[src/rtl/multicycle_controller.sv]
// Main control FSM of the multi-cycle RV32I subset core.
// Walks one instruction at a time through fetch, decode and the execute,
// memory and writeback steps. It drives every enable and select the
// datapath needs for each step.
module multicycle_controller #(
  parameter int STATE_W = 4
) (
  input  logic       clk,
  input  logic       rst,
  input  logic [6:0] op,
  input  logic [2:0] funct3,
  input  logic       funct7b5,
  input  logic       zero,
  output logic       PCWrite,
  output logic       AdrSrc,
  output logic       MemWrite,
  output logic       IRWrite,
  output logic       RegWrite,
  output logic [1:0] ResultSrc,
  output logic [1:0] ALUSrcA,
  output logic [1:0] ALUSrcB,
  output logic [2:0] ALUControl,
  output logic [2:0] ImmSrc,
  output logic       illegal
);

  localparam logic [6:0] OP_LW   = 7'b0000011;
  localparam logic [6:0] OP_SW   = 7'b0100011;
  localparam logic [6:0] OP_R    = 7'b0110011;
  localparam logic [6:0] OP_I    = 7'b0010011;
  localparam logic [6:0] OP_BR   = 7'b1100011;
  localparam logic [6:0] OP_JAL  = 7'b1101111;
  localparam logic [6:0] OP_JALR = 7'b1100111;
  localparam logic [6:0] OP_LUI  = 7'b0110111;

  localparam logic [2:0] ALU_ADD  = 3'b000;
  localparam logic [2:0] ALU_SUB  = 3'b001;
  localparam logic [2:0] ALU_AND  = 3'b010;
  localparam logic [2:0] ALU_OR   = 3'b011;
  localparam logic [2:0] ALU_XOR  = 3'b100;
  localparam logic [2:0] ALU_SLT  = 3'b101;
  localparam logic [2:0] ALU_SLTU = 3'b110;

  localparam logic [2:0] IMM_I = 3'b000;
  localparam logic [2:0] IMM_S = 3'b001;
  localparam logic [2:0] IMM_B = 3'b010;
  localparam logic [2:0] IMM_J = 3'b011;
  localparam logic [2:0] IMM_U = 3'b100;

  typedef enum logic [STATE_W-1:0] {
    FETCH, DECODE, MEMADR, MEMREAD, MEMWB, MEMWRITE, EXEC_R,
    EXEC_I, ALUWB, BRANCH, JAL, JALR_ADR, JALR_PC, LUI
  } state_t;

  state_t state;

  logic       aluFunctOk;
  logic       rFunctOk;
  logic       branchFunctOk;
  logic       decodeIllegal;
  logic [2:0] aluFromFunct;

  // Shared funct3 -> ALU op map; funct7b5 only picks sub for register-register ops.
  always_comb begin
    aluFunctOk   = 1'b1;
    aluFromFunct = ALU_ADD;
    case (funct3)
      3'b000:  aluFromFunct = (op == OP_R && funct7b5) ? ALU_SUB : ALU_ADD;
      3'b111:  aluFromFunct = ALU_AND;
      3'b110:  aluFromFunct = ALU_OR;
      3'b100:  aluFromFunct = ALU_XOR;
      3'b010:  aluFromFunct = ALU_SLT;
      3'b011:  aluFromFunct = ALU_SLTU;
      default: aluFunctOk   = 1'b0;
    endcase
  end

  // Flag opcodes and function codes this core cannot execute, so DECODE can abandon them.
  always_comb begin
    rFunctOk      = aluFunctOk && ((funct3 == 3'b000) || !funct7b5);
    branchFunctOk = (funct3 == 3'b000) || (funct3 == 3'b001) ||
                    (funct3 == 3'b100) || (funct3 == 3'b101);
    case (op)
      OP_LW, OP_SW, OP_JAL, OP_JALR, OP_LUI: decodeIllegal = 1'b0;
      OP_R:    decodeIllegal = !rFunctOk;
      OP_I:    decodeIllegal = !aluFunctOk;
      OP_BR:   decodeIllegal = !branchFunctOk;
      default: decodeIllegal = 1'b1;
    endcase
  end

  // State sequencing; reset or any stray encoding lands back in FETCH.
  always_ff @(posedge clk or posedge rst) begin
    if (rst) begin
      state <= FETCH;
    end else begin
      case (state)
        FETCH:    state <= DECODE;
        DECODE: begin
          if (decodeIllegal) begin
            state <= FETCH;
          end else begin
            case (op)
              OP_LW, OP_SW: state <= MEMADR;
              OP_R:         state <= EXEC_R;
              OP_I:         state <= EXEC_I;
              OP_BR:        state <= BRANCH;
              OP_JAL:       state <= JAL;
              OP_JALR:      state <= JALR_ADR;
              OP_LUI:       state <= LUI;
              default:      state <= FETCH;
            endcase
          end
        end
        MEMADR:   state <= (op == OP_SW) ? MEMWRITE : MEMREAD;
        MEMREAD:  state <= MEMWB;
        MEMWB:    state <= FETCH;
        MEMWRITE: state <= FETCH;
        EXEC_R:   state <= ALUWB;
        EXEC_I:   state <= ALUWB;
        ALUWB:    state <= FETCH;
        BRANCH:   state <= FETCH;
        JAL:      state <= ALUWB;
        JALR_ADR: state <= JALR_PC;
        JALR_PC:  state <= ALUWB;
        LUI:      state <= FETCH;
        default:  state <= FETCH;
      endcase
    end
  end

  // Datapath controls per state; everything idles at 0 and is forced to 0 while in reset.
  always_comb begin
    PCWrite    = 1'b0;
    AdrSrc     = 1'b0;
    MemWrite   = 1'b0;
    IRWrite    = 1'b0;
    RegWrite   = 1'b0;
    ResultSrc  = 2'b00;
    ALUSrcA    = 2'b00;
    ALUSrcB    = 2'b00;
    ALUControl = ALU_ADD;
    ImmSrc     = 3'b000;
    illegal    = 1'b0;
    case (state)
      FETCH: begin
        IRWrite   = 1'b1;
        PCWrite   = 1'b1;
        ALUSrcB   = 2'b10;
        ResultSrc = 2'b10;
      end
      DECODE: begin
        ALUSrcA = 2'b01;
        ALUSrcB = 2'b01;
        ImmSrc  = (op == OP_JAL) ? IMM_J : IMM_B;
        illegal = decodeIllegal;
      end
      MEMADR: begin
        ALUSrcA = 2'b10;
        ALUSrcB = 2'b01;
        ImmSrc  = (op == OP_SW) ? IMM_S : IMM_I;
      end
      MEMREAD: AdrSrc = 1'b1;
      MEMWB: begin
        ResultSrc = 2'b01;
        RegWrite  = 1'b1;
      end
      MEMWRITE: begin
        AdrSrc   = 1'b1;
        MemWrite = 1'b1;
      end
      EXEC_R: begin
        ALUSrcA    = 2'b10;
        ALUControl = aluFromFunct;
      end
      EXEC_I: begin
        ALUSrcA    = 2'b10;
        ALUSrcB    = 2'b01;
        ImmSrc     = IMM_I;
        ALUControl = aluFromFunct;
      end
      ALUWB: RegWrite = 1'b1;
      BRANCH: begin
        ALUSrcA = 2'b10;
        case (funct3)
          3'b000: begin ALUControl = ALU_SUB; PCWrite = zero;  end
          3'b001: begin ALUControl = ALU_SUB; PCWrite = !zero; end
          3'b100: begin ALUControl = ALU_SLT; PCWrite = !zero; end
          3'b101: begin ALUControl = ALU_SLT; PCWrite = zero;  end
          default: ;
        endcase
      end
      JAL, JALR_PC: begin
        PCWrite = 1'b1;
        ALUSrcA = 2'b01;
        ALUSrcB = 2'b10;
      end
      JALR_ADR: begin
        ALUSrcA = 2'b10;
        ALUSrcB = 2'b01;
        ImmSrc  = IMM_I;
      end
      LUI: begin
        ImmSrc    = IMM_U;
        ResultSrc = 2'b11;
        RegWrite  = 1'b1;
      end
      default: ;
    endcase
    if (rst) begin
      PCWrite    = 1'b0;
      AdrSrc     = 1'b0;
      MemWrite   = 1'b0;
      IRWrite    = 1'b0;
      RegWrite   = 1'b0;
      ResultSrc  = 2'b00;
      ALUSrcA    = 2'b00;
      ALUSrcB    = 2'b00;
      ALUControl = ALU_ADD;
      ImmSrc     = 3'b000;
      illegal    = 1'b0;
    end
  end

endmodule
[config.mk]
export PLATFORM = sky130hd
export DESIGN_NAME = multicycle_controller
export DESIGN_NICKNAME = d
export VERILOG_FILES = /design/src/rtl/multicycle_controller.sv
export SDC_FILE = /design/constraint.sdc
export NUM_CORES = 1
export LEC_CHECK = 0
export CAP_MARGIN = 20
export CORE_MARGIN = 2
export CORE_UTILIZATION = 45
export DETAILED_ROUTE_END_ITERATION = 6
export PLACE_DENSITY = 0.89
export SLEW_MARGIN = 40
export SYNTH_ARGS = -nofsm -noshare
export SYNTH_HDL_FRONTEND = slang
export SYNTH_SLANG_ARGS = --single-unit
[constraint.sdc]
create_clock -name clk -period 2.65 [get_ports clk]
set_input_delay 0.53 -clock clk [delete_from_list [all_inputs] [get_ports clk]]
set_output_delay 0.53 -clock clk [all_outputs]
set_load 0.02 [all_outputs]
# After elaboration in Yosys (flattened, before gate mapping)
# Cells that the tools add are included.
# op_classes
n_addsub	0
multipliers	0
n_div	0
magnitude_cmp	0
n_eq_ne	28
shift	0
n_mux	34
bitwise_logic	0
reduce_logical	28
# op_table
operator	n
case mux 4 bit (7 select lines)	1
equality test 4 bit, second input constant	6
case mux 4 bit (6 select lines)	1
equality test 7 x 6 -> 1 bit, second input constant	3
equality test 7 bit, second input constant	3
case mux 3 bit (6 select lines)	1
equality test 4 x 3 -> 1 bit, second input constant	4
2-to-1 mux 1 bit	15
OR reduction 2 bit	7
equality test 3 bit, second input constant	4
case mux 3 bit (2 select lines)	2
OR reduction 5 bit	2
2-to-1 mux 3 bit	3
case mux 3 bit (3 select lines)	1
OR reduction 3 bit	3
equality test 4 x 2 -> 1 bit, second input constant	2
case mux 2 bit (2 select lines)	2
OR reduction 4 bit	2
equality test 7 x 2 -> 1 bit, second input constant	1
equality test 7 x 5 -> 1 bit, second input constant	1
equality test 3 x 2 -> 1 bit, second input constant	2
2-to-1 mux 2 bit	3
case mux 2 bit (3 select lines)	1
OR reduction 6 bit	1
other kinds (10)	19
# totals
reg_bits	4
latchBits	0
ram_bits	0
mem_bits_ro	0
word_cells	91
memories	0

# Longest topological paths before layout
# Gate-level depths: netlist of the first run.
# logic_depth
ltp_word	8
depth_mapped	6
mapped_depth_nobuf	5

# Worst setup path before layout of the first run
# No wires, ideal clock.
# synth_path
path_kind	register to output
start	register state[3]
end	output RegWrite
arrival_ns	1.956
required_ns	2.120
setup_slack_ns	0.164
stages_incl_launch_ff	5
path_buffers	1
path_cell_list	dfrtp_1 -> buf_4 -> xor2_1 -> nor2_1 -> a2111oi_0
# synth_between
elab_chain_cells	4
elab_cells_between_ends	6
# synth_rtl
element	line	text
from (decl)	55	state_t state;
from (signal assigned)	115	MEMADR: state <= (op == OP_SW) ? MEMWRITE : MEMREAD;
equality test 4 bit or equality test 4 x 3 -> 1 bit (tied branches)	145	case (state)
OR reduction 3 bit (no line) *	--	
2-to-1 mux 1 bit *	145	
2-to-1 mux 1 bit *	210	if (rst) begin
to (decl)	18	output logic RegWrite,
# Mark *: on every way between the ends. The rest lies on a longest branch, timed or not.

# Final worst setup path of the first run
# layout_path
start	input funct3[0]
end	output PCWrite
# layout_between
elab_chain_cells	5
elab_cells_between_ends	9
# layout_rtl
element	line	text
from (decl)	11	input logic [2:0] funct3,
equality test 3 bit (tied with other cells)	185	case (funct3)
OR reduction 2 bit (no line)	--	
case mux 1 bit (2 select lines) *	185	
case mux 1 bit (2 select lines) *	145	
2-to-1 mux 1 bit *	210	
to (decl)	14	output logic PCWrite,
# Marked as above.

==> results of run 1 <==
[cell usage after synthesis (2+ instances only)]
| library cell | number | share of area (%) |
|---|---|---|
| a21oi_1 | 6 | 4.1 |
| and2b_1 | 2 | 2.0 |
| buf_2 | 5 | 3.4 |
| dfrtp_1 | 4 | 14 |
| inv_1 | 3 | 1.5 |
| nand2_1 | 11 | 5.6 |
| nand2b_1 | 3 | 2.6 |
| nand3_1 | 3 | 2.0 |
| nor2_1 | 9 | 4.6 |
| nor2b_1 | 5 | 4.3 |
| nor3_1 | 14 | 9.5 |
| nor4_1 | 2 | 1.7 |
| o21ai_0 | 5 | 3.4 |
| o22ai_1 | 4 | 3.4 |
| o41ai_2 | 2 | 4.4 |
| or2_1 | 2 | 1.7 |
| or3_1 | 4 | 3.4 |
| xor2_1 | 4 | 4.8 |
[kinds of logic (layout without fill, tap and decap cells)]
| group | Yosys count | count (layout) | synth area share, % |
|---|---|---|---|
| buf+inv | 11 | 60 | 6.97 |
| flops | 4 | 4 | 13.6 |
| xor+xnor | 5 | 5 | 5.95 |
| simple gates | 62 | 62 | 45.2 |
| compound gates | 27 | 27 | 26.9 |
| mux | 1 | 1 | 1.36 |
[worst paths after layout]
path,endpoint,slack (ps)
setup / recovery,PCWrite,120
hold / removal,state[2],680
setup reg to reg,state[0],1010
hold reg to reg,state[2],680
max in group asynchronous,state[2],1750
min in group asynchronous,state[0],790
[stage by stage]
step           cells  setup TNS, ps  instance area [sq um]
2_1_floorplan    110              0                    736
3_3_place_gp     172          -1120                   1200
3_5_place_dp     172          -1300                   1200
4_1_cts          175              0                   1210
5_1_grt          175              0                   1240
6_report         175              0                   1240
[critical path, delay by kind of cell]
kind          cells  cell delay, ps
buf+inv           3             930
simple gates      2             250
xor+xnor          2             290
[placed cells by master, fill, tap and decap left out, types with 2 or more instances in the layout]
cell	n
xor2_1	4
dlymetal6s2s_1	11
nor3_1	13
nand3_1	3
nor4_1	2
dfrtp_1	4
nand2b_1	3
buf_4	24
nand2_1	11
dlygate4sd2_1	3
nor2_1	9
nor2b_1	4
o21ai_0	5
o22ai_1	4
or3_1	4
or2_1	2
clkdlybuf4s50_1	13
inv_1	3
a21oi_1	6
clkbuf_4	3
and2b_1	2
o41ai_2	2
clkbuf_2	2
[cell type report]
| type | instances | share of cell area (%) |
|---|---|---|
| timing repair buffer | 54 | 39.9 |
| multi-input combinational | 95 | 47.7 |
| sequential | 4 | 8.07 |
| clock buffer | 3 | 1.82 |
| tap | 16 | 1.61 |
| inverter | 3 | 0.908 |
[metal layers]
metal	part of all wire [%]	wire length, um	vias to the layer above	global-route usage, %
met2	51	1260	61	50.3
met5	0	0	-	0
met1	39	966	502	31.1
met3	6.3	155	13	6.12
met4	3.7	92	0	13.3
li1	-	-	503	-
[report_power, final]
group          internal [mW]  leakage, nW  switching (mW)  total (mW)
logic                  0.211        0.608           0.240       0.451
clock network         0.0507       0.0138          0.0256      0.0763
registers             0.0725       0.0535          0.0150      0.0876
[timing repair]
item | CTS | global route
endpoints found under the setup margin | 7 | 11
pin swaps | 0 | 1
gates resized for setup | 13 | 17
==> out/qor.json, run 1 <==
{
  "timing": {
    "timing.slew.headroom_pct": 73.9,
    "setup_viol_count_final": 0,
    "post-route-period-util_pct": 95.6,
    "worst_slew_pin_slew_ps": 381,
    "worst_slack_ps": 116,
    "final-hold-violation-count": 0,
    "grt_setup_unrepaired": "false",
    "fmax_mhz": 395,
    "worst_hold_slack_ps": 679,
    "timing.final.crit_period_ps": 2530,
    "finClkSkew_ps": 8.99,
    "report.final.slew_viol_count": 0
  },
  "synth": {
    "synth_seq_cells": 4,
    "async_set_or_reset_flop_fraction_in_the_synthesized_netlist_pct": 100,
    "postSynthNetCount": 124,
    "synth-seq-area-share_pct": 13.6,
    "ys_types": 40,
    "synth_warnings": 0,
    "syn-cell-area_sq_um": 736,
    "ys_dominant_reg_cell": "dfrtp_1",
    "number_of_enable_type_register_cells_in_the_synthesized_netlist": 0,
    "post_synth.cell_area_avg_sq_um": 6.69,
    "netlist_instances": 110
  },
  "clock_tree": {
    "cts_num_sinks": 4,
    "post_cts_clock_slew_at_the_launch_and_capture_registers_of_the_worst_setup_and_hold_paths_ps": 40,
    "latest_clock_arrival_within_the_worst_skew_pair_ps": 240,
    "cts_tree": "done",
    "ctsHoldBuffers": 0,
    "cts.htree.levels": 1,
    "total_cts_buffers": 3,
    "post_cts_buffers": 0,
    "root_cell_of_the_clock_tree": "clkbuf_4",
    "cts_max_path_buffers": 2
  },
  "routing": {
    "wl_per_cell_um": 14.2,
    "detail_route.first_pass.iterations": 4,
    "ant_nets": 0,
    "routed_wirelength_mm": 2.48,
    "drcViolationCount": 0,
    "dr_total_vias": 1079,
    "viasPerCell": 6.17,
    "drt_iter0_drcs": 29
  },
  "setup_path": {
    "worstSetupEndpointType": "output port",
    "cp_data_arrival_time_ps": 2000,
    "reg2reg_from": "state[3]",
    "r2r_cells": 4,
    "setup_crit_start_kind": "input pin",
    "crit_path_max_incr_delay_ps": 500,
    "timing.critical_path.required_ps": 2120,
    "timing.critical_path.from": "funct3[0]",
    "crit_path_top_delay_cell": "clkdlybuf4s50_1",
    "crit_path_cell_trace": "clkdlybuf4s50_1 -> buf_4 -> xor2_1 -> xnor2_1 -> nor3_1 -> or2_1 -> clkdlybuf4s15_1",
    "critPathMaxFanout": 4,
    "worst-setup-path-type": "in2out"
  },
  "floorplan": {
    "start_util_pct": 48.3,
    "die_h_um": 44.4,
    "die_area_sq_mm": 0.00197,
    "dieWidth_um": 44.4,
    "cell_row_count": 14,
    "core_region_area_sq_mm": 0.00152,
    "io-pin-count": 32
  },
  "global_route": {
    "grt_start_max_net_pins": 15,
    "grt_overflow_total": 0,
    "grt_antenna_before_repair": 0,
    "grt_util_all_layers_pct": 28.1,
    "first_pass_grt_wire_length_mm": 4.18,
    "via_count_of_the_first_global_routing_pass": 957
  },
  "power": {
    "pnr_total_power_mw": 0.615,
    "cellPowerDensity_mw_per_mm2": 496,
    "p_leak_nw": 0.675,
    "max-vdd-ir-drop_mv": 0.361
  },
  "placement": {
    "dp_hpwl_mm": 1.90,
    "placement.setup.worst_slack_ps": -454,
    "port-buffer-count": 31,
    "routability_congestion_estimate": 0.862
  },
  "status": {
    "run_status": "finished clean"
  },
  "final_layout": {
    "flow.area_growth_from_synthesis_pct": 68.5,
    "multi_input_comb_area_sq_um": 592,
    "final_nets": 175,
    "largest_register_ff_count": 4,
    "final-seq-area_sq_um": 100,
    "antenna-diode-count": 0,
    "finalCoreUtilization_pct": 81.4,
    "post_route_cells_drive_above_1_share_pct": 22.6,
    "largest_registers": "state: 4 flops",
    "n_fill_cell": 121,
    "largest_register": "state"
  },
  "worst_hold_path": {
    "hp_start": "state[0]",
    "min-delay-path-class": "reg2reg",
    "worst_hold_path.num_cells": 2
  },
  "flow_run": {
    "drv.max_cap_violation_count": 0
  }
}
No activity file was read; power rests on OpenSTA's default activity.
==> run 2, diff against run 1 <==
CORE_MARGIN = not set   (was 2)
==> run 2 against run 1 <==
Against the previous run:
- cell count grew 0.57%
- core utilization grew 0.33 points
- combinational power decreased by 3%
- clock skew fell by 8.6 ps
- critical path depth did not move
- non-clock buffer count increased by 1
- global-route usage decreased by 0.27 points
- wire length shrank 2.7%
- via count fell by 2.9%
- register-to-register slack improved by 40 ps
- highest routed layer unchanged
- critical endpoint is now illegal
==> out/qor.json, run 2 (synthesized netlist as in run 1, its figures left out) <==
{
  "setup_path": {
    "reg2reg_from": "state[3]",
    "cp_data_arrival_time": {"value": 2070, "unit": "ps", "change": "+70 ps"},
    "worst-setup-path-type": "in2out",
    "setup_crit_start_kind": "input pin",
    "timing.critical_path.from": "op[5]",
    "worstSetupEndpointType": "output port",
    "critPathMaxFanout": {"value": 3, "change": "-1"},
    "timing.critical_path.required": {"value": 2120, "unit": "ps", "change": "about the same"}
  },
  "placement": {
    "port-buffer-count": {"value": 31, "change": "unchanged"},
    "routability_congestion_estimate": {"value": 0.877, "change": "+1.7%"},
    "dp_hpwl": {"value": 1.88, "unit": "mm", "change": "-0.87%"},
    "placement.setup.worst_slack": {"value": -451, "unit": "ps", "change": "+3.29 ps"}
  },
  "timing": {
    "worst_slack": {"value": 48.8, "unit": "ps", "change": "-67.4 ps"},
    "worst_slew_pin_slew": {"value": 385, "unit": "ps", "change": "+3.97 ps"},
    "finClkSkew": {"value": 0.382, "unit": "ps", "change": "-8.61 ps"},
    "report.final.slew_viol_count": {"value": 0, "change": "unchanged"},
    "setup_tns": {"value": 0, "unit": "ps", "change": "unchanged"},
    "post-route-period-util": {"value": 98.2, "unit": "%", "change": "+2.5 points"},
    "final-hold-violation-count": {"value": 0, "change": "unchanged"},
    "timing.final.crit_period": {"value": 2600, "unit": "ps", "change": "+67.4 ps"},
    "timing.slew.headroom": {"value": 74.1, "unit": "%", "change": "+0.12 points"},
    "grt_setup_unrepaired": "false",
    "fmax": {"value": 384, "unit": "MHz", "change": "-2.6%"},
    "setup_viol_count_final": {"value": 0, "change": "unchanged"}
  },
  "routing": {
    "drt_iter0_drcs": {"value": 36, "change": "+24%"},
    "routed_wirelength": {"value": 2.41, "unit": "mm", "change": "-2.7%"},
    "dr_total_vias": {"value": 1048, "change": "-2.9%"},
    "detail_route.first_pass.iterations": {"value": 4, "change": "unchanged"},
    "viasPerCell": {"value": 5.95, "change": "-3.4%"},
    "wl_per_cell": {"value": 13.7, "unit": "um", "change": "-3.3%"},
    "drcViolationCount": {"value": 0, "change": "unchanged"},
    "ant_nets": {"value": 0, "change": "unchanged"}
  },
  "flow_run": {
    "drv.max_cap_violation_count": {"value": 0, "change": "unchanged"}
  },
  "clock_tree": {
    "post_cts_clock_slew_at_the_launch_and_capture_registers_of_the_worst_setup_and_hold_paths": {"value": 40, "unit": "ps", "change": "about the same"},
    "root_cell_of_the_clock_tree": "clkbuf_4",
    "ctsHoldBuffers": {"value": 0, "change": "unchanged"},
    "cts_num_sinks": {"value": 4, "change": "unchanged"},
    "post_cts_buffers": {"value": 0, "change": "unchanged"},
    "cts_max_path_buffers": {"value": 2, "change": "unchanged"},
    "total_cts_buffers": {"value": 3, "change": "unchanged"},
    "cts.htree.levels": {"value": 1, "change": "unchanged"},
    "cts_tree": "done",
    "latest_clock_arrival_within_the_worst_skew_pair": {"value": 230, "unit": "ps", "change": "about the same"}
  },
  "global_route": {
    "grt_util_all_layers": {"value": 27.8, "unit": "%", "change": "-0.27 points"},
    "grt_start_max_net_pins": {"value": 13, "change": "-2"},
    "grt_overflow_total": {"value": 0, "change": "unchanged"},
    "first_pass_grt_wire_length": {"value": 3.95, "unit": "mm", "change": "-5.5%"},
    "grt_antenna_before_repair": {"value": 0, "change": "unchanged"},
    "via_count_of_the_first_global_routing_pass": {"value": 955, "change": "-0.21%"}
  },
  "final_layout": {
    "layout_common_cells": "buf_4 (25), clkdlybuf4s50_1 (16), nor3_1 (14), nand2_1 (11), nor2_1 (9)",
    "multi_input_comb_area": {"value": 599, "unit": "sq um", "change": "+1.3%"},
    "largest_register_ff_count": {"value": 4, "change": "unchanged"},
    "largest_register": "state",
    "largest_registers": "state: 4 flops",
    "flow.area_growth_from_synthesis_pct": 69.2,
    "most_frequent_standard_cell_in_the_layout_excluding_fill_and_tap_cells": "buf_4",
    "antenna-diode-count": {"value": 0, "change": "unchanged"},
    "final_nets": {"value": 176, "change": "+0.57%"},
    "final-seq-area": {"value": 100, "unit": "sq um", "change": "unchanged"},
    "n_fill_cell": {"value": 104, "change": "-14%"},
    "post_route_cells_drive_above_1_share": {"value": 24.4, "unit": "%", "change": "+1.7 points"}
  },
  "floorplan": {
    "dieWidth": {"value": 42.4, "unit": "um", "change": "-4.5%"},
    "core_region_area": {"value": 0.00152, "unit": "sq mm", "change": "unchanged"},
    "die_h": {"value": 42.4, "unit": "um", "change": "-4.5%"},
    "io-pin-count": {"value": 32, "change": "unchanged"},
    "start_util": {"value": 48.3, "unit": "%", "change": "unchanged"},
    "die_area": {"value": 0.00180, "unit": "sq mm", "change": "-8.8%"},
    "cell_row_count": {"value": 14, "change": "unchanged"}
  },
  "power": {
    "pnr_total_power": {"value": 0.595, "unit": "mW", "change": "-3.3%"},
    "p_leak": {"value": 0.619, "unit": "nW", "change": "-8.3%"},
    "max-vdd-ir-drop": {"value": 0.395, "unit": "mV", "change": "+9.5%"},
    "cellPowerDensity": {"value": 478, "unit": "mW/mm^2", "change": "-3.6%"}
  },
  "worst_hold_path": {
    "min-delay-path-class": "in2async"
  },
  "status": {
    "run_status": "finished clean"
  }
}
-- run 2: stage by stage --
stage / instances / utilization [%] / hold WS (ps) / cell area, sq um
2_1_floorplan: 110 / - / 510 / 736
3_3_place_gp: 173 / 79.1 / 672 / 1210
3_5_place_dp: 173 / 79.1 / 671 / 1210
4_1_cts: 176 / 80.6 / 574 / 1230
5_1_grt: 176 / 81.7 / 608 / 1240
6_report: 176 / 81.7 / 592 / 1240
-- run 2: worst max-delay path, stage by stage --
cell and delay, ps:
clkdlybuf4s50_1 520, nand4b_1 130, o221a_1 240, o311a_1 300, o21ai_2 70, and2_1 140, buf_4 130
-- run 2: path summary, 6_finish.rpt --
check | endpoint | slack [ps] | cells past startpoint
max | illegal | 50 | 7
min | state[2] | 590 | 3
max reg2reg | state[0] | 1050 | 4
min reg2reg | state[0] | 720 | 2
max in group asynchronous | state[1] | 1960 | 3
min in group clk | state[0] | 720 | 2
-- run 2: timing repair --
item,CTS,global route
pin swaps,0,1
setup endpoints to repair,11,8
gates resized for setup,18,12
-- run 2: final cells by class --
| class | count | share of cell area [%] |
|---|---|---|
| Clock buffer | 3 | 1.81 |
| Inverter | 3 | 0.905 |
| Multi-Input combinational cell | 95 | 48.1 |
| Sequential cell | 4 | 8.04 |
| Tap cell | 16 | 1.61 |
| Timing Repair Buffer | 55 | 39.5 |
-- run 2: power breakdown --
group          leakage (nW)  total, mW  internal (mW)  switching [mW]
combinational         0.551      0.438          0.202           0.236
clock                0.0138     0.0730         0.0505          0.0225
sequential           0.0535     0.0840         0.0726          0.0114
-- run 2: per-layer routing --
| metal | routed length, um | GRT usage, % | vias to the layer above |
|---|---|---|---|
| li1 | - | - | 509 |
| met3 | 141 | 6.90 | 2 |
| met4 | 8 | 11.9 | 0 |
| met5 | 0 | 0 | - |
| met2 | 1260 | 49.5 | 51 |
| met1 | 1000 | 30.8 | 486 |
==> run 3, diff against run 2 <==
SKIP_LAST_GASP = 1   (was not set)
==> run 3 against run 2 <==
Against the previous run:
- the run now ends with negative setup slack left
- sequential cell count did not move
- non-clock buffer count is the same
- via count decreased by 0.76%
- critical path type unchanged
- core utilization is 0.49 points lower
- design area decreased by 0.60%
- register-to-register slack about the same
==> out/qor.json, run 3 (synthesized netlist as in run 1, its figures left out) <==
{
  "setup_path": {
    "crit_path_cell_trace": "clkdlybuf4s50_1 -> nand2b_2 -> o221a_1 -> o311a_1 -> o21ai_2 -> and2_1 -> clkbuf_2",
    "critPathMaxFanout": {"value": 4, "change": "+1"},
    "setup_crit_start_kind": "input pin",
    "crit_path_top_delay_cell": "clkdlybuf4s50_1",
    "crit_buf_inv": {"value": 2, "change": "unchanged"},
    "cp_data_arrival_time": {"value": 2130, "unit": "ps", "change": "+60 ps"},
    "worstSetupEndpointType": "output port",
    "cp_top_family": "compound AO/OA/AOI/OAI gates",
    "crit_path_max_incr_delay": {"value": 450, "unit": "ps", "change": "-70 ps"},
    "worst-setup-path-type": "in2out",
    "timing.critical_path.required": {"value": 2120, "unit": "ps", "change": "about the same"}
  },
  "power": {
    "net-switching-power": {"value": 0.266, "unit": "mW", "change": "-1.4%"},
    "power.clock.fraction": {"value": 12.2, "unit": "%", "change": "about the same"},
    "switching_share": {"value": 45.2, "unit": "%", "change": "-0.18 points"},
    "internal_power": {"value": 0.323, "unit": "mW", "change": "-0.70%"},
    "comb_power_share": {"value": 73.6, "unit": "%", "change": "about the same"},
    "proportion_of_power_drawn_by_flip_flops_and_latches": {"value": 14.2, "unit": "%", "change": "about the same"},
    "p_leak": {"value": 0.597, "unit": "nW", "change": "-3.4%"},
    "max-vdd-ir-drop": {"value": 0.372, "unit": "mV", "change": "-5.8%"},
    "pnr_total_power": {"value": 0.589, "unit": "mW", "change": "-1.0%"},
    "cellPowerDensity": {"value": 476, "unit": "mW/mm^2", "change": "-0.43%"}
  },
  "worst_hold_path": {
    "min-delay-path-class": "in2async"
  },
  "final_layout": {
    "post_route_cells_drive_above_1_share": {"value": 23.8, "unit": "%", "change": "-0.63 points"},
    "flow.area_growth_from_synthesis_pct": 68.2,
    "most_frequent_standard_cell_in_the_layout_excluding_fill_and_tap_cells": "buf_4",
    "antenna-diode-count": {"value": 0, "change": "unchanged"},
    "fin_area": {"value": 0.00124, "unit": "sq mm", "change": "-0.60%"},
    "layout_common_cells": "buf_4 (24), clkdlybuf4s50_1 (18), nor3_1 (14), nand2_1 (11), nor2_1 (9)",
    "largest_register_ff_count": {"value": 4, "change": "unchanged"},
    "finalCoreUtilization": {"value": 81.2, "unit": "%", "change": "-0.49 points"},
    "largest_registers": "state: 4 flops",
    "final_nets": {"value": 176, "change": "unchanged"},
    "largest_register": "state"
  },
  "clock_tree": {
    "cts_tree": "done",
    "post_cts_buffers": {"value": 0, "change": "unchanged"},
    "cts.repair.resized": {"value": 14, "change": "-4"},
    "root_cell_of_the_clock_tree": "clkbuf_4",
    "cts.htree.levels": {"value": 1, "change": "unchanged"},
    "post_cts_clock_slew_at_the_launch_and_capture_registers_of_the_worst_setup_and_hold_paths": {"value": 40, "unit": "ps", "change": "about the same"},
    "cts_num_sinks": {"value": 4, "change": "unchanged"},
    "ctsHoldBuffers": {"value": 0, "change": "unchanged"},
    "total_cts_buffers": {"value": 3, "change": "unchanged"},
    "cts_max_path_buffers": {"value": 2, "change": "unchanged"},
    "latest_clock_arrival_within_the_worst_skew_pair": {"value": 230, "unit": "ps", "change": "about the same"}
  },
  "routing": {
    "drt_iter0_drcs": {"value": 27, "change": "-25%"},
    "wl_per_cell": {"value": 13.3, "unit": "um", "change": "-3.0%"},
    "detail_route.first_pass.iterations": {"value": 4, "change": "unchanged"},
    "dr_total_vias": {"value": 1040, "change": "-0.76%"},
    "viasPerCell": {"value": 5.91, "change": "-0.76%"},
    "drcViolationCount": {"value": 0, "change": "unchanged"},
    "routed_wirelength": {"value": 2.34, "unit": "mm", "change": "-3.0%"},
    "ant_nets": {"value": 0, "change": "unchanged"}
  },
  "global_route": {
    "global_route.usage.met1": {"value": 30.5, "unit": "%", "change": "-0.26 points"},
    "globalRouteMet2Util": {"value": 49.5, "unit": "%", "change": "unchanged"},
    "gr-usage-met3": {"value": 6.90, "unit": "%", "change": "unchanged"},
    "grt_overflow_total": {"value": 0, "change": "unchanged"},
    "grt_busiest_layer": "met2",
    "grt_start_max_net_pins": {"value": 13, "change": "unchanged"},
    "grt_antenna_before_repair": {"value": 0, "change": "unchanged"},
    "via_count_of_the_first_global_routing_pass": {"value": 953, "change": "-0.21%"},
    "grt_util_all_layers": {"value": 27.7, "unit": "%", "change": "-0.088 points"},
    "first_pass_grt_wire_length": {"value": 3.94, "unit": "mm", "change": "-0.35%"}
  },
  "flow_run": {
    "drv.max_cap_violation_count": {"value": 0, "change": "unchanged"}
  },
  "timing": {
    "final-hold-violation-count": {"value": 0, "change": "unchanged"},
    "worst_hold_slack": {"value": 583, "unit": "ps", "change": "-8.80 ps"},
    "post-route-period-util": {"value": 100, "unit": "%", "change": "+2.3 points"},
    "finClkSkew": {"value": 5.23, "unit": "ps", "change": "+4.85 ps"},
    "report.final.slew_viol_count": {"value": 0, "change": "unchanged"},
    "setup_viol_count_final": {"value": 1, "change": "+1"},
    "timing.final.crit_period": {"value": 2660, "unit": "ps", "change": "+60.9 ps"},
    "timing.slew.headroom": {"value": 75.2, "unit": "%", "change": "+1.1 points"},
    "worst_slew_pin_slew": {"value": 373, "unit": "ps", "change": "-12.4 ps"},
    "grt_setup_unrepaired": "true",
    "fmax": {"value": 376, "unit": "MHz", "change": "-2.3%"},
    "worst_slack": {"value": -12.0, "unit": "ps", "change": "-60.9 ps"},
    "setup_tns": {"value": -12.0, "unit": "ps", "change": "-12.0 ps"}
  },
  "floorplan": {
    "io-pin-count": {"value": 32, "change": "unchanged"},
    "cell_row_count": {"value": 14, "change": "unchanged"},
    "start_util": {"value": 48.3, "unit": "%", "change": "unchanged"},
    "dieWidth": {"value": 42.4, "unit": "um", "change": "unchanged"},
    "core_region_area": {"value": 0.00152, "unit": "sq mm", "change": "unchanged"},
    "die_h": {"value": 42.4, "unit": "um", "change": "unchanged"},
    "die_area": {"value": 0.00180, "unit": "sq mm", "change": "unchanged"}
  },
  "placement": {
    "routability_congestion_estimate": {"value": 0.877, "change": "unchanged"},
    "post_dp_cell_area": {"value": 0.00121, "unit": "sq mm", "change": "unchanged"},
    "dp_hpwl": {"value": 1.88, "unit": "mm", "change": "unchanged"},
    "port-buffer-count": {"value": 31, "change": "unchanged"}
  },
  "status": {
    "run_status": "finished, violations left",
    "violations": "negative setup slack"
  }
}
run 3: routing by layer:
layer  part of all wire, %  vias to the layer above
li1                      -                      509
met1                    42                      478
met2                    50                       47
met3                   6.1                        6
met4                   1.7                        0
met5                     0                        -
run 3: path summary, 6_finish.rpt:
kind                           from  endpoint  slack (ps)  cells past startpoint
setup reg to reg           state[3]  state[0]        1040                      4
hold / removal                  rst  state[3]         580                      3
setup / recovery              op[4]   illegal         -10                      7
hold reg to reg            state[3]  state[3]         720                      3
max in group asynchronous       rst  state[0]        1960                      3
min in group clk           state[3]  state[3]         720                      3
run 3: worst min-delay path, delay by kind of cell:
kind | cells | cell delay [ps]
buffers and inverters | 3 | 600
run 3: final cells by class:
type | instances | area [sq um]
Multi-Input combinational cell | 95 | 593
Timing Repair Buffer | 55 | 490
Fill cell | 103 | 287
Sequential cell | 4 | 100
Clock buffer | 3 | 22.5
Tap cell | 16 | 20.0
Inverter | 3 | 11.3
run 3: power groups by stage:
stage               Sequential (mW)  Clock, mW  Combinational (mW)
global placement             0.0832          0               0.433
CTS                          0.0838     0.0755               0.434
finish                       0.0838     0.0717               0.433
global route                 0.0863     0.0782               0.465
floorplan                    0.0810          0               0.250
detailed placement           0.0844          0               0.443
run 3: metrics by stage:
step	cells	setup slack [ps]
CTS	176	-174
detailed placement	173	-451
floorplan	110	164
finish	176	-12.0
global placement	173	-410
global route	176	-83.1
